==> src/rtl/uart_cmd_ctrl.sv <==
// Command sequencer: decodes framed UART commands into register-file and ALU
// strobes and pushes results to the TX FIFO one byte at a time.
module uart_cmd_ctrl #(
  parameter int data_width    = 8,
  parameter int address_width = 4,
  parameter int alu_fun_width = 4,
  parameter int memory_width  = 16
) (
  input  logic                     CLK,
  input  logic                     RST,
  input  logic [data_width-1:0]    RX_P_DATA,
  input  logic                     RX_D_VLD,
  input  logic [data_width-1:0]    RF_RD_DATA,
  input  logic                     RF_RD_VLD,
  input  logic [memory_width-1:0]  ALU_OUT,
  input  logic                     ALU_OUT_VLD,
  input  logic                     FIFO_FULL,
  output logic [address_width-1:0] RF_ADDR,
  output logic                     RF_WR_EN,
  output logic                     RF_RD_EN,
  output logic [data_width-1:0]    RF_WR_DATA,
  output logic [alu_fun_width-1:0] ALU_FUN,
  output logic                     ALU_EN,
  output logic                     CLK_GATE_EN,
  output logic [data_width-1:0]    TX_P_DATA,
  output logic                     TX_D_VLD,
  output logic                     CMD_ERR
);

  localparam logic [data_width-1:0] CMD_WR  = 8'hAA;
  localparam logic [data_width-1:0] CMD_RD  = 8'hBB;
  localparam logic [data_width-1:0] CMD_ALU = 8'hCC;
  localparam logic [data_width-1:0] CMD_OP  = 8'hDD;

  typedef enum logic [3:0] {
    IDLE, WR_ADDR, WR_DATA, RD_ADDR, RD_WAIT, OPA, OPB, FUN,
    ALU_WAIT, TX_LO, TX_HI, TX_RD
  } state_t;

  state_t                     state_q, state_d;
  logic [address_width-1:0]   rf_addr_q, rf_addr_d;
  logic                       rf_wr_en_q, rf_wr_en_d;
  logic                       rf_rd_en_q, rf_rd_en_d;
  logic [data_width-1:0]      rf_wr_data_q, rf_wr_data_d;
  logic [alu_fun_width-1:0]   alu_fun_q, alu_fun_d;
  logic                       alu_en_q, alu_en_d;
  logic                       clk_gate_q, clk_gate_d;
  logic [data_width-1:0]      tx_data_q, tx_data_d;
  logic                       tx_vld_q, tx_vld_d;
  logic                       cmd_err_q, cmd_err_d;
  logic [memory_width-1:0]    result_q, result_d;
  logic [data_width-1:0]      rd_byte_q, rd_byte_d;

  always_comb begin
    state_d      = state_q;
    rf_addr_d    = rf_addr_q;
    rf_wr_data_d = rf_wr_data_q;
    alu_fun_d    = alu_fun_q;
    clk_gate_d   = clk_gate_q;
    tx_data_d    = tx_data_q;
    result_d     = result_q;
    rd_byte_d    = rd_byte_q;
    rf_wr_en_d   = 1'b0;
    rf_rd_en_d   = 1'b0;
    alu_en_d     = 1'b0;
    tx_vld_d     = 1'b0;
    cmd_err_d    = 1'b0;
    case (state_q)
      IDLE: if (RX_D_VLD) begin
        case (RX_P_DATA)
          CMD_WR:  state_d = WR_ADDR;
          CMD_RD:  state_d = RD_ADDR;
          CMD_ALU: state_d = OPA;
          CMD_OP:  state_d = FUN;
          default: cmd_err_d = 1'b1;
        endcase
      end
      WR_ADDR: if (RX_D_VLD) begin
        rf_addr_d = RX_P_DATA[address_width-1:0];
        state_d   = WR_DATA;
      end
      WR_DATA: if (RX_D_VLD) begin
        rf_wr_en_d   = 1'b1;
        rf_wr_data_d = RX_P_DATA;
        state_d      = IDLE;
      end
      RD_ADDR: if (RX_D_VLD) begin
        rf_rd_en_d = 1'b1;
        rf_addr_d  = RX_P_DATA[address_width-1:0];
        state_d    = RD_WAIT;
      end
      RD_WAIT: if (RF_RD_VLD) begin
        rd_byte_d = RF_RD_DATA;
        state_d   = TX_RD;
      end
      OPA: if (RX_D_VLD) begin
        rf_wr_en_d   = 1'b1;
        rf_addr_d    = '0;
        rf_wr_data_d = RX_P_DATA;
        state_d      = OPB;
      end
      OPB: if (RX_D_VLD) begin
        rf_wr_en_d   = 1'b1;
        rf_addr_d    = address_width'(1);
        rf_wr_data_d = RX_P_DATA;
        state_d      = FUN;
      end
      // Clock gate opens with the start strobe so the ALU sees its first edge.
      FUN: if (RX_D_VLD) begin
        alu_fun_d  = RX_P_DATA[alu_fun_width-1:0];
        alu_en_d   = 1'b1;
        clk_gate_d = 1'b1;
        state_d    = ALU_WAIT;
      end
      ALU_WAIT: if (ALU_OUT_VLD) begin
        result_d   = ALU_OUT;
        clk_gate_d = 1'b0;
        state_d    = TX_LO;
      end
      TX_LO: if (!FIFO_FULL) begin
        tx_vld_d  = 1'b1;
        tx_data_d = result_q[data_width-1:0];
        state_d   = TX_HI;
      end
      TX_HI: if (!FIFO_FULL) begin
        tx_vld_d  = 1'b1;
        tx_data_d = result_q[memory_width-1:data_width];
        state_d   = IDLE;
      end
      TX_RD: if (!FIFO_FULL) begin
        tx_vld_d  = 1'b1;
        tx_data_d = rd_byte_q;
        state_d   = IDLE;
      end
      default: state_d = IDLE;
    endcase
  end

  always_ff @(posedge CLK or negedge RST) begin
    if (!RST) begin
      state_q      <= IDLE;
      rf_addr_q    <= '0;
      rf_wr_en_q   <= 1'b0;
      rf_rd_en_q   <= 1'b0;
      rf_wr_data_q <= '0;
      alu_fun_q    <= '0;
      alu_en_q     <= 1'b0;
      clk_gate_q   <= 1'b0;
      tx_data_q    <= '0;
      tx_vld_q     <= 1'b0;
      cmd_err_q    <= 1'b0;
      result_q     <= '0;
      rd_byte_q    <= '0;
    end else begin
      state_q      <= state_d;
      rf_addr_q    <= rf_addr_d;
      rf_wr_en_q   <= rf_wr_en_d;
      rf_rd_en_q   <= rf_rd_en_d;
      rf_wr_data_q <= rf_wr_data_d;
      alu_fun_q    <= alu_fun_d;
      alu_en_q     <= alu_en_d;
      clk_gate_q   <= clk_gate_d;
      tx_data_q    <= tx_data_d;
      tx_vld_q     <= tx_vld_d;
      cmd_err_q    <= cmd_err_d;
      result_q     <= result_d;
      rd_byte_q    <= rd_byte_d;
    end
  end

  assign RF_ADDR     = rf_addr_q;
  assign RF_WR_EN    = rf_wr_en_q;
  assign RF_RD_EN    = rf_rd_en_q;
  assign RF_WR_DATA  = rf_wr_data_q;
  assign ALU_FUN     = alu_fun_q;
  assign ALU_EN      = alu_en_q;
  assign CLK_GATE_EN = clk_gate_q;
  assign TX_P_DATA   = tx_data_q;
  assign TX_D_VLD    = tx_vld_q;
  assign CMD_ERR     = cmd_err_q;

endmodule

==> config.mk <==
export PLATFORM = sky130hd
export DESIGN_NAME = uart_cmd_ctrl
export DESIGN_NICKNAME = d
export VERILOG_FILES = /design/src/rtl/uart_cmd_ctrl.sv
export SDC_FILE = /design/constraint.sdc
export NUM_CORES = 1
export LEC_CHECK = 0
export BUFFER_PORTS_ARGS = -buffer_cell sky130_fd_sc_hd__buf_2
export CORE_UTILIZATION = 47
export DETAILED_ROUTE_END_ITERATION = 10
export PLACE_DENSITY_LB_ADDON = 0.05
export REMOVE_ABC_BUFFERS = 1
export SKIP_CTS_REPAIR_TIMING = 1
export SLEW_MARGIN = 20
export SYNTH_ARGS = -nofsm -noshare
export SYNTH_HDL_FRONTEND = slang
export SYNTH_SLANG_ARGS = --single-unit
==> constraint.sdc <==
create_clock -name CLK -period 1.75 [get_ports CLK]
set_clock_uncertainty 0.1 [all_clocks]
set_input_delay 0.175 -clock CLK [delete_from_list [all_inputs] [get_ports CLK]]
set_output_delay 0.175 -clock CLK [all_outputs]
set_load 0.01 [all_outputs]
==> metrics.txt, run 1 <==
worst-skew pair later-pin latency=0.33 ns; layout net count=361; RSZ-0062 raised after global routing=yes; clk buf depth=2; die width=75.3 um; Worst slew margin=78.2%; CP delay by family, top=compound AO/OA/AOI/OAI gates; post-route clock period utilization=96.7%; critical path data arrival time=1.80 ns; Starting Density=49.1%; Slowest cell on crit path=dfrtp_1; first-pass GRT wire length=8.20 mm; number of global-route vias before repair=1757; Avg Cell Area, Syn=12.0 um^2; simple-gate area share of the yosys netlist=10.9%; Reg clk slew, reported paths=0.06 ns; Seq/Total Area, Yosys=57.5%; H-tree depth=3; I/O pin count=68; worst-path cell chain=or2b_4 > o22ai_1 > a211o_1 > buf_4 > o32a_1; hpwl dp=3.72 mm; Post-synth ARST share=100%; initial antenna violation count=0; CP Capture Type=flop; final hold vios=1; startpoint class of the critical path=flop; cells after synthesis=210; Ant. Diodes=0; Worst path max stage delay=0.42 ns; Peak supply drop=0.766 mV; mux cell area share after synthesis=19.2%; total stage count of the critical path=5; worst path buffer plus inverter count=1; pwr/cell area=1610 nW/um^2; Pint=0.00379 W; routed via count=1958; Final Power=0.00566 W; CTS buffer count=9; Remaining DRCs=0; WHS=-0.000920 ns; Synth top area share=57.5%; gpl congestion=0.919; ANT nets after route=0; Synth Area in Compound Gates=9.12%; final instance area=3520 um^2; largest net degree at the start of global routing=59; met1 GRT Util=28.4%; adder-cell share of the synthesized area=0%; sequential power share=39.8%; grt met3 use=4.50%; CTS root buffer=clkbuf_8; Leak=1.70 nW; Post-synth EDFFs=0; failing checks=hold timing; Yosys top cell by area=dfrtp_1; crit path from=state_q[2]$_DFFE_PN0P_; R2R cell count=5; largest family of logic cells by synthesized area=multiplexers; GRT overflow=0; Sw Share=33.0%; final WL=5.49 mm; clock share of power=18.8%; worst min-delay path startpoint=ALU_OUT[1]; IO buf count=67; XOR/XNOR Fraction of Synth Area=1.04%; combinational share of power=41.4%; cell area after synthesis=2520 um^2; TritonCTS clock tree=done; WL/cell=13.9 um; Pre-Repair DR Iteration Count=4; final worst path period need=1.69 ns; class of the worst hold path=in -> reg; Switch Pwr=0.00186 W; clk sink count=58; status=complete, but fails checks; achievable frequency=591 MHz; row cnt=26; worst path required time=1.86 ns; crit path max fanout=6; number of synthesized register bits=58; Most Crowded Layer GR=met1; die footprint=5670 um^2; area post-placement=3060 um^2; Core ar.=5140 um^2; Iter 0 DRT Violations=80; Main synth FF type=dfrtp_1; final setup violation count=0; Avg Vias per Cell=4.97; MaxCap Viol Count=0; Slew Viols, Final=0; worst slew pin tran=0.323 ns; met2 usage=28.3%; R2R Path Start=state_q[2]$_DFFE_PN0P_; yosys warns=0; share of cells above drive strength 1=44.8%; number of library cell types mapped by synthesis=38; crit path kind=reg -> reg; Worst Hold Path Cells=2; synth top area cells=dfrtp_1, mux2_2, o21ai_0; GRT Total Usage=20.1%; Die H=75.3 um; area delta synth->final=39.3%
[power groups by stage]
stage	Sequential, W	Combinational (W)	Clock (W)
finish	0.00225	0.00234	0.00106
global route	0.00234	0.00263	0.00115
CTS	0.00224	0.00223	0.00109
detailed placement	0.00227	0.00223	0
global placement	0.00224	0.00219	0
floorplan	0.00245	0.00113	0
[registers in the layout, summed over array words and instances, names as in the netlist]
register / count
RF_WR_EN: 1
result_q: 16
RF_WR_DATA: 8
ALU_FUN: 4
TX_P_DATA: 8
TX_D_VLD: 1
ALU_EN: 1
RF_RD_EN: 1
RF_ADDR: 4
rd_byte_q: 8
CMD_ERR: 1
CLK_GATE_EN: 1
state_q: 4
[placed cells by master (no fill, tap or decap), types with 2 or more instances in the layout]
master	Yosys	final
mux2_2	36	36
buf_2	6	67
a211oi_1	3	3
nand2_1	26	26
buf_4	1	18
o21ai_1	2	2
xnor2_1	2	2
clkbuf_8	0	12
nor2_1	8	8
mux2i_1	8	8
buf_12	0	2
nand2b_1	3	3
o21ai_0	22	22
a21oi_1	2	2
inv_1	2	2
dfrtp_1	58	56
dfrtp_2	0	2
nor3_1	2	2
dlygate4sd3_1	0	25
o31a_1	2	2
nand3_1	4	4
[worst paths after layout]
path | slack [ns] | to
setup / recovery | 0.06 | state_q[1]$_DFFE_PN0P_
hold / removal | -0.0009 | result_q[1]$_DFFE_PN0P_
setup reg to reg | 0.06 | state_q[1]$_DFFE_PN0P_
hold reg to reg | 0.37 | TX_P_DATA[7]$_DFFE_PN0P_
max in group asynchronous | 1.01 | state_q[3]$_DFFE_PN0P_
min in group asynchronous | 0.27 | TX_P_DATA[4]$_DFFE_PN0P_
[routing by layer]
layer  up-vias  routed length (um)  share of wire [%]
li1        965                   -                  -
met1       930                2640                 48
met2        52                2500                 45
met3        11                 226                4.1
met4         0                 123                2.2
met5         -                   0                  0
[cell usage after synthesis, types with 2 or more instances]
library cell	count
dfrtp_1	58
mux2_2	36
nand2_1	26
o21ai_0	22
mux2i_1	8
nor2_1	8
buf_2	6
nand3_1	4
a211oi_1	3
clkbuf_1	3
nand2b_1	3
a21oi_1	2
inv_1	2
nor3_1	2
o21ai_1	2
o31a_1	2
xnor2_1	2
[layout make-up]
| class | instances | area (um^2) |
|---|---|---|
| fillers | 436 | 1620 |
| flip-flops and latches | 58 | 1450 |
| multi-input cells | 140 | 1040 |
| repair buffers | 112 | 761 |
| clock buffers | 12 | 165 |
| well taps | 70 | 87.6 |
| inverters | 2 | 7.51 |
[metrics by stage]
step | TNS (ns) | cells | setup slack [ns] | utilization (%) | hold slack, ns
floorplan | -5.23 | 200 | -0.251 | - | -0.221
global placement | -0.000416 | 355 | -0.000416 | 59.5 | 0.103
detailed placement | -0.0292 | 355 | -0.0163 | 59.5 | 0.100
CTS | -0.0371 | 367 | -0.0220 | 62.7 | -0.253
global route | -0.0271 | 394 | -0.0271 | 68.5 | 0.00318
finish | 0 | 394 | 0.0576 | 68.5 | -0.000920
[cells by family after synthesis]
| kind of cell | count (synthesis) |
|---|---|
| flops | 58 |
| simple gates | 55 |
| mux | 44 |
| compound gates | 38 |
| buf+inv | 12 |
| xor+xnor | 3 |
(Power assumes the default switching activity.)
==> run 2, diff against run 1 <==
==> constraint.sdc (replaced) <==
create_clock -name CLK -period 1.5 [get_ports CLK]
set_clock_uncertainty 0.1 [all_clocks]
set_input_delay 0.15 -clock CLK [delete_from_list [all_inputs] [get_ports CLK]]
set_output_delay 0.15 -clock CLK [all_outputs]
set_load 0.01 [all_outputs]
==> metrics.txt, run 2 (synthesis results as in run 1) <==
CTS root buffer=clkbuf_8 (unchanged); Leak=1.83 nW (was 1.70 nW); layout net count=377 (was 361); Iter 0 DRT Violations=89 (was 80); most flop-heavy register=result_q (unchanged); crit path kind=reg -> reg (unchanged); Slew Viols, Final=0 (unchanged); Die H=75.3 um (unchanged); WL/cell=14.1 um (was 13.9 um); largest net degree at the start of global routing=59 (unchanged); Place WS=-0.267 ns (was -0.0163 ns); Worst path max stage delay=0.45 ns (was 0.42 ns); worst setup slack after layout=-0.224 ns (was 0.0576 ns); crit path max fanout=6 (unchanged); worst path required time=1.62 ns (was 1.86 ns); critical path data arrival time=1.84 ns (was 1.80 ns); ANT nets after route=0 (unchanged); Slowest cell on crit path=dfrtp_2 (was dfrtp_1); RSZ-0062 raised after global routing=yes (unchanged); GRT overflow=0 (unchanged); die footprint=5670 um^2 (unchanged); Starting Density=49.1% (unchanged); most common cell after layout, fill and taps aside=buf_2 (unchanged); CP Capture Type=flop (unchanged); post-route clock period utilization=115% (was 96.7%); GRT Total Usage=21.3% (was 20.1%); I/O pin count=68 (unchanged); FILL cells=400 (was 436); failing checks=hold timing, setup timing (was hold timing); Worst slew margin=80.2% (was 78.2%); pwr/cell area=1930 nW/um^2 (was 1610 nW/um^2); gpl congestion=0.907 (was 0.919); worst-skew pair later-pin latency=0.33 ns (about the same); TritonCTS clock tree=done (unchanged); worst-path cell chain=or2b_2 > buf_4 > nor2_2 > buf_6 > mux2_2 (was or2b_4 > o22ai_1 > a211o_1 > buf_4 > o32a_1); number of global-route vias before repair=1826 (was 1757); Core ar.=5140 um^2 (unchanged); commonest non-fill, non-tap cells in the layout=buf_2, dfrtp_1, mux2_2 (unchanged); Pre-Repair DR Iteration Count=4 (unchanged); MaxCap Viol Count=0 (unchanged); Ant. Diodes=0 (unchanged); Peak supply drop=0.921 mV (was 0.766 mV); class of the worst hold path=in -> reg (unchanged); clk sink count=58 (unchanged); final instance area=3800 um^2 (was 3520 um^2); IO buf count=67 (unchanged); H-tree depth=3 (unchanged); Avg Vias per Cell=4.99 (was 4.97); max reg flops=16 (unchanged); routed via count=2065 (was 1958); startpoint class of the critical path=flop (unchanged); die width=75.3 um (unchanged); CTS buffer count=9 (unchanged); area post-placement=3160 um^2 (was 3060 um^2); Reg clk slew, reported paths=0.06 ns (about the same); share of cells above drive strength 1=49.1% (was 44.8%); final hold vios=1 (unchanged); hpwl dp=3.85 mm (was 3.72 mm); WHS=-0.000429 ns (was -0.000920 ns); row cnt=26 (unchanged); area delta synth->final=50.6% (was 39.3%); Remaining DRCs=0 (unchanged); worst slew pin tran=0.294 ns (was 0.323 ns); initial antenna violation count=0 (unchanged); final worst path period need=1.72 ns (was 1.69 ns); setup tns final=-3.65 ns (was 0 ns); status=complete, but fails checks (unchanged); first-pass GRT wire length=8.68 mm (was 8.20 mm); clk buf depth=2 (unchanged); final WL=5.83 mm (was 5.49 mm); final core occ=74.0% (was 68.5%); final setup violation count=45 (was 0); achievable frequency=580 MHz (was 591 MHz)
==> run 2: cell count changes in the layout (fill, tap and decap cells not counted), sizes merged <==
cell | previous run | this run
buf | 87 | 99
bufinv | 0 | 3
dlygate4sd3 | 25 | 29
clkbuf | 12 | 10
clkinv | 0 | 3
==> run 2: path summary, 6_finish.rpt <==
| path | from | endpoint | slack [ns] | depth (start not counted) |
|---|---|---|---|---|
| setup / recovery | state_q[3]$_DFFE_PN0P_ | ALU_FUN[1]$_DFFE_PN0P_ | -0.22 | 5 |
| hold / removal | RX_P_DATA[3] | ALU_FUN[3]$_DFFE_PN0P_ | -0.0004 | 2 |
| setup reg to reg | state_q[3]$_DFFE_PN0P_ | ALU_FUN[1]$_DFFE_PN0P_ | -0.22 | 5 |
| hold reg to reg | TX_P_DATA[2]$_DFFE_PN0P_ | TX_P_DATA[2]$_DFFE_PN0P_ | 0.38 | 2 |
| max in group asynchronous | RST | state_q[3]$_DFFE_PN0P_ | 0.79 | 3 |
| min in group asynchronous | RST | TX_P_DATA[2]$_DFFE_PN0P_ | 0.25 | 3 |
==> run 2: metal layers <==
| layer | wire (um) | up-vias | part of all wire (%) | global-route usage, % |
|---|---|---|---|---|
| met1 | 2890 | 983 | 50 | 32.5 |
| met3 | 221 | 14 | 3.8 | 4.37 |
| met2 | 2580 | 59 | 44 | 28.6 |
| met5 | 0 | - | 0 | 0 |
| li1 | - | 1009 | - | - |
| met4 | 138 | 0 | 2.4 | 10.5 |
==> run 2: power by group <==
group	switching, W	internal [W]
Sequential	0.000366	0.00227
Combinational	0.00141	0.00162
Clock	0.000594	0.00109
Total	0.00237	0.00498
==> run 2: layout make-up <==
class                      instances  area (um^2)  area share [%]
sequential                        58         1450            38.2
multi-input combinational        140         1090            28.7
timing repair buffer             128          931            24.5
clock buffer                      10          128            3.36
clock inverter                     6          105            2.76
tap                               70         87.6            2.30
inverter                           2         7.51           0.197
==> run 2: stage by stage <==
| step | total power (W) | cells |
|---|---|---|
| 3_3_place_gp | 0.00528 | 367 |
| 3_5_place_dp | 0.00536 | 367 |
| 2_1_floorplan | 0.00417 | 200 |
| 5_1_grt | 0.00788 | 414 |
| 6_report | 0.00735 | 414 |
| 4_1_cts | 0.00707 | 383 |
==> run 2: worst max-delay path: cells and delay by family, from the launching register on <==
kind	cells	cell delay [ns]
DFF	1	0.45
muxes	1	0.33
and+or+nand+nor	2	0.44
buffers and inverters	2	0.29
==> run 3, diff against run 2 <==
--- a/config.mk
+++ b/config.mk
@@ -6,7 +6,7 @@
 export NUM_CORES = 1
 export LEC_CHECK = 0
 export BUFFER_PORTS_ARGS = -buffer_cell sky130_fd_sc_hd__buf_2
-export CORE_UTILIZATION = 47
+export CORE_UTILIZATION = 45
 export DETAILED_ROUTE_END_ITERATION = 10
 export PLACE_DENSITY_LB_ADDON = 0.05
 export REMOVE_ABC_BUFFERS = 1
==> metrics.txt, run 3 (synthesis results as in run 1) <==
routed via count=2073 (was 2065); worst-skew pair later-pin latency=0.33 ns (about the same); final core occ=73.0% (was 74.0%); Peak supply drop=1.02 mV (was 0.921 mV); pwr/cell area=1890 nW/um^2 (was 1930 nW/um^2); hpwl dp=3.76 mm (was 3.85 mm); die width=76.9 um (was 75.3 um); initial antenna violation count=0 (unchanged); largest net degree at the start of global routing=59 (unchanged); CP Capture Type=flop (unchanged); H-tree depth=3 (unchanged); share of cells above drive strength 1=51.3% (was 49.1%); Iter 0 DRT Violations=80 (was 89); Crit Reg-Reg Endpoint=state_q[2]$_DFFE_PN0P_ (was ALU_FUN[1]$_DFFE_PN0P_); Place WS=-0.228 ns (was -0.267 ns); layout net count=384 (was 377); R2R Path Start=state_q[3]$_DFFE_PN0P_ (unchanged); max reg flops=16 (unchanged); crit path max fanout=6 (unchanged); final setup violation count=51 (was 45); area post-placement=3180 um^2 (was 3160 um^2); CTS buffer count=9 (unchanged); MaxCap Viol Count=0 (unchanged); area delta synth->final=52.4% (was 50.6%); commonest non-fill, non-tap cells in the layout=buf_2, dfrtp_1, dlygate4sd3_1, buf_4, mux2_2 (was buf_2, dfrtp_1, mux2_2); critical path data arrival time=1.87 ns (was 1.84 ns); status=complete, but fails checks (unchanged); final WL=6.03 mm (was 5.83 mm); Worst Hold Path Cells=2 (unchanged); clk buf depth=2 (unchanged); startpoint class of the critical path=flop (unchanged); Leak=1.89 nW (was 1.83 nW); Starting Density=47.9% (was 49.1%); final instance area=3850 um^2 (was 3800 um^2); Pre-Repair DR Iteration Count=4 (unchanged); first-pass GRT wire length=8.99 mm (was 8.68 mm); final worst path period need=1.70 ns (was 1.72 ns); post-route insts no fill=419 (was 414); die footprint=5910 um^2 (was 5670 um^2); worst slew pin tran=0.307 ns (was 0.294 ns); worst path required time=1.67 ns (was 1.62 ns); Placed Instances=371 (was 367); worst min-delay path startpoint=RX_P_DATA[3] (unchanged); Reg clk slew, reported paths=0.06 ns (about the same); I/O pin count=68 (unchanged); achievable frequency=587 MHz (was 580 MHz); Ant. Diodes=0 (unchanged); WL/cell=14.4 um (was 14.1 um); final hold vios=0 (was 1); GRT overflow=0 (unchanged); Remaining DRCs=0 (unchanged); gpl congestion=0.761 (was 0.907); RSZ-0062 raised after global routing=yes (unchanged); post-route clock period utilization=114% (was 115%); R2R Setup Slk=-0.20 ns (was -0.22 ns); crit path kind=reg -> reg (unchanged); R2R cell count=6 (was 5); number of global-route vias before repair=1902 (was 1826); Die H=76.9 um (was 75.3 um); CTS root buffer=clkbuf_8 (unchanged); setup tns final=-4.04 ns (was -3.65 ns); GRT Total Usage=20.0% (was 21.3%); Slew Viols, Final=0 (unchanged); most flop-heavy register=result_q (unchanged); Worst slew margin=79.5% (was 80.2%); class of the worst hold path=in -> reg (unchanged); IO buf count=67 (unchanged); failing checks=setup timing (was hold timing, setup timing); Hold EP=ALU_FUN[3]$_DFFE_PN0P_ (unchanged); FILL cells=393 (was 400); Core ar.=5270 um^2 (was 5140 um^2); row cnt=26 (unchanged); most common cell after layout, fill and taps aside=buf_2 (unchanged); worst setup slack after layout=-0.205 ns (was -0.224 ns); Avg Vias per Cell=4.95 (was 4.99); clk sink count=58 (unchanged); TritonCTS clock tree=done (unchanged); ANT nets after route=0 (unchanged)
## run 3: cell type report
class                      instances  area, um^2  area share [%]
clock inverter                     3        40.0            1.04
timing repair buffer             135         973            25.3
multi-input combinational        140        1130            29.4
tap                               70        87.6            2.28
clock buffer                      11         151            3.93
inverter                           2        10.0           0.260
sequential                        58        1460            37.8
## run 3: where the power goes
part           internal (W)  total (W)  switching, W
combinational       0.00180    0.00321       0.00141
sequential          0.00227    0.00265      0.000377
clock              0.000833    0.00141      0.000579
total               0.00491    0.00728       0.00237
## run 3: worst max-delay path: stages, from the launching register on
cell and delay (ns):
dfrtp_2 0.45, buf_6 0.15, nor4_4 0.20, buf_4 0.15, nand2_1 0.04, or4_1 0.46, nand3_1 0.08
## run 3: how the worst max path moves through the flow
stage                           start                      to  slack (ns)  cells past startpoint
2_1_floorplan  state_q[0]$_DFFE_PN0P_  state_q[2]$_DFFE_PN0P_       -0.50                      5
3_3_place_gp   state_q[2]$_DFFE_PN0P_  state_q[2]$_DFFE_PN0P_       -0.19                      5
3_5_place_dp   state_q[2]$_DFFE_PN0P_  state_q[2]$_DFFE_PN0P_       -0.23                      5
4_1_cts        state_q[2]$_DFFE_PN0P_  state_q[2]$_DFFE_PN0P_       -0.24                      5
5_1_grt        state_q[3]$_DFFE_PN0P_  state_q[2]$_DFFE_PN0P_       -0.27                      6
6_report       state_q[3]$_DFFE_PN0P_  state_q[2]$_DFFE_PN0P_       -0.20                      6
## run 3: stage by stage
stage | total power (W) | hold slack [ns]
after floorplan | 0.00417 | -0.246
after global placement | 0.00531 | 0.0792
after detailed placement | 0.00538 | 0.0783
after CTS | 0.00680 | -0.280
after global routing | 0.00776 | 0.0112
final | 0.00728 | 0.00127
## run 3: routing by layer
metal / global-route usage (%) / routed length [um] / vias to the layer above
met2: 29.2 / 2820 / 46
met3: 4.88 / 209 / 7
met4: 10.4 / 68 / 0
met1: 27.4 / 2930 / 1000
met5: 0 / 0 / -
li1: - / - / 1020
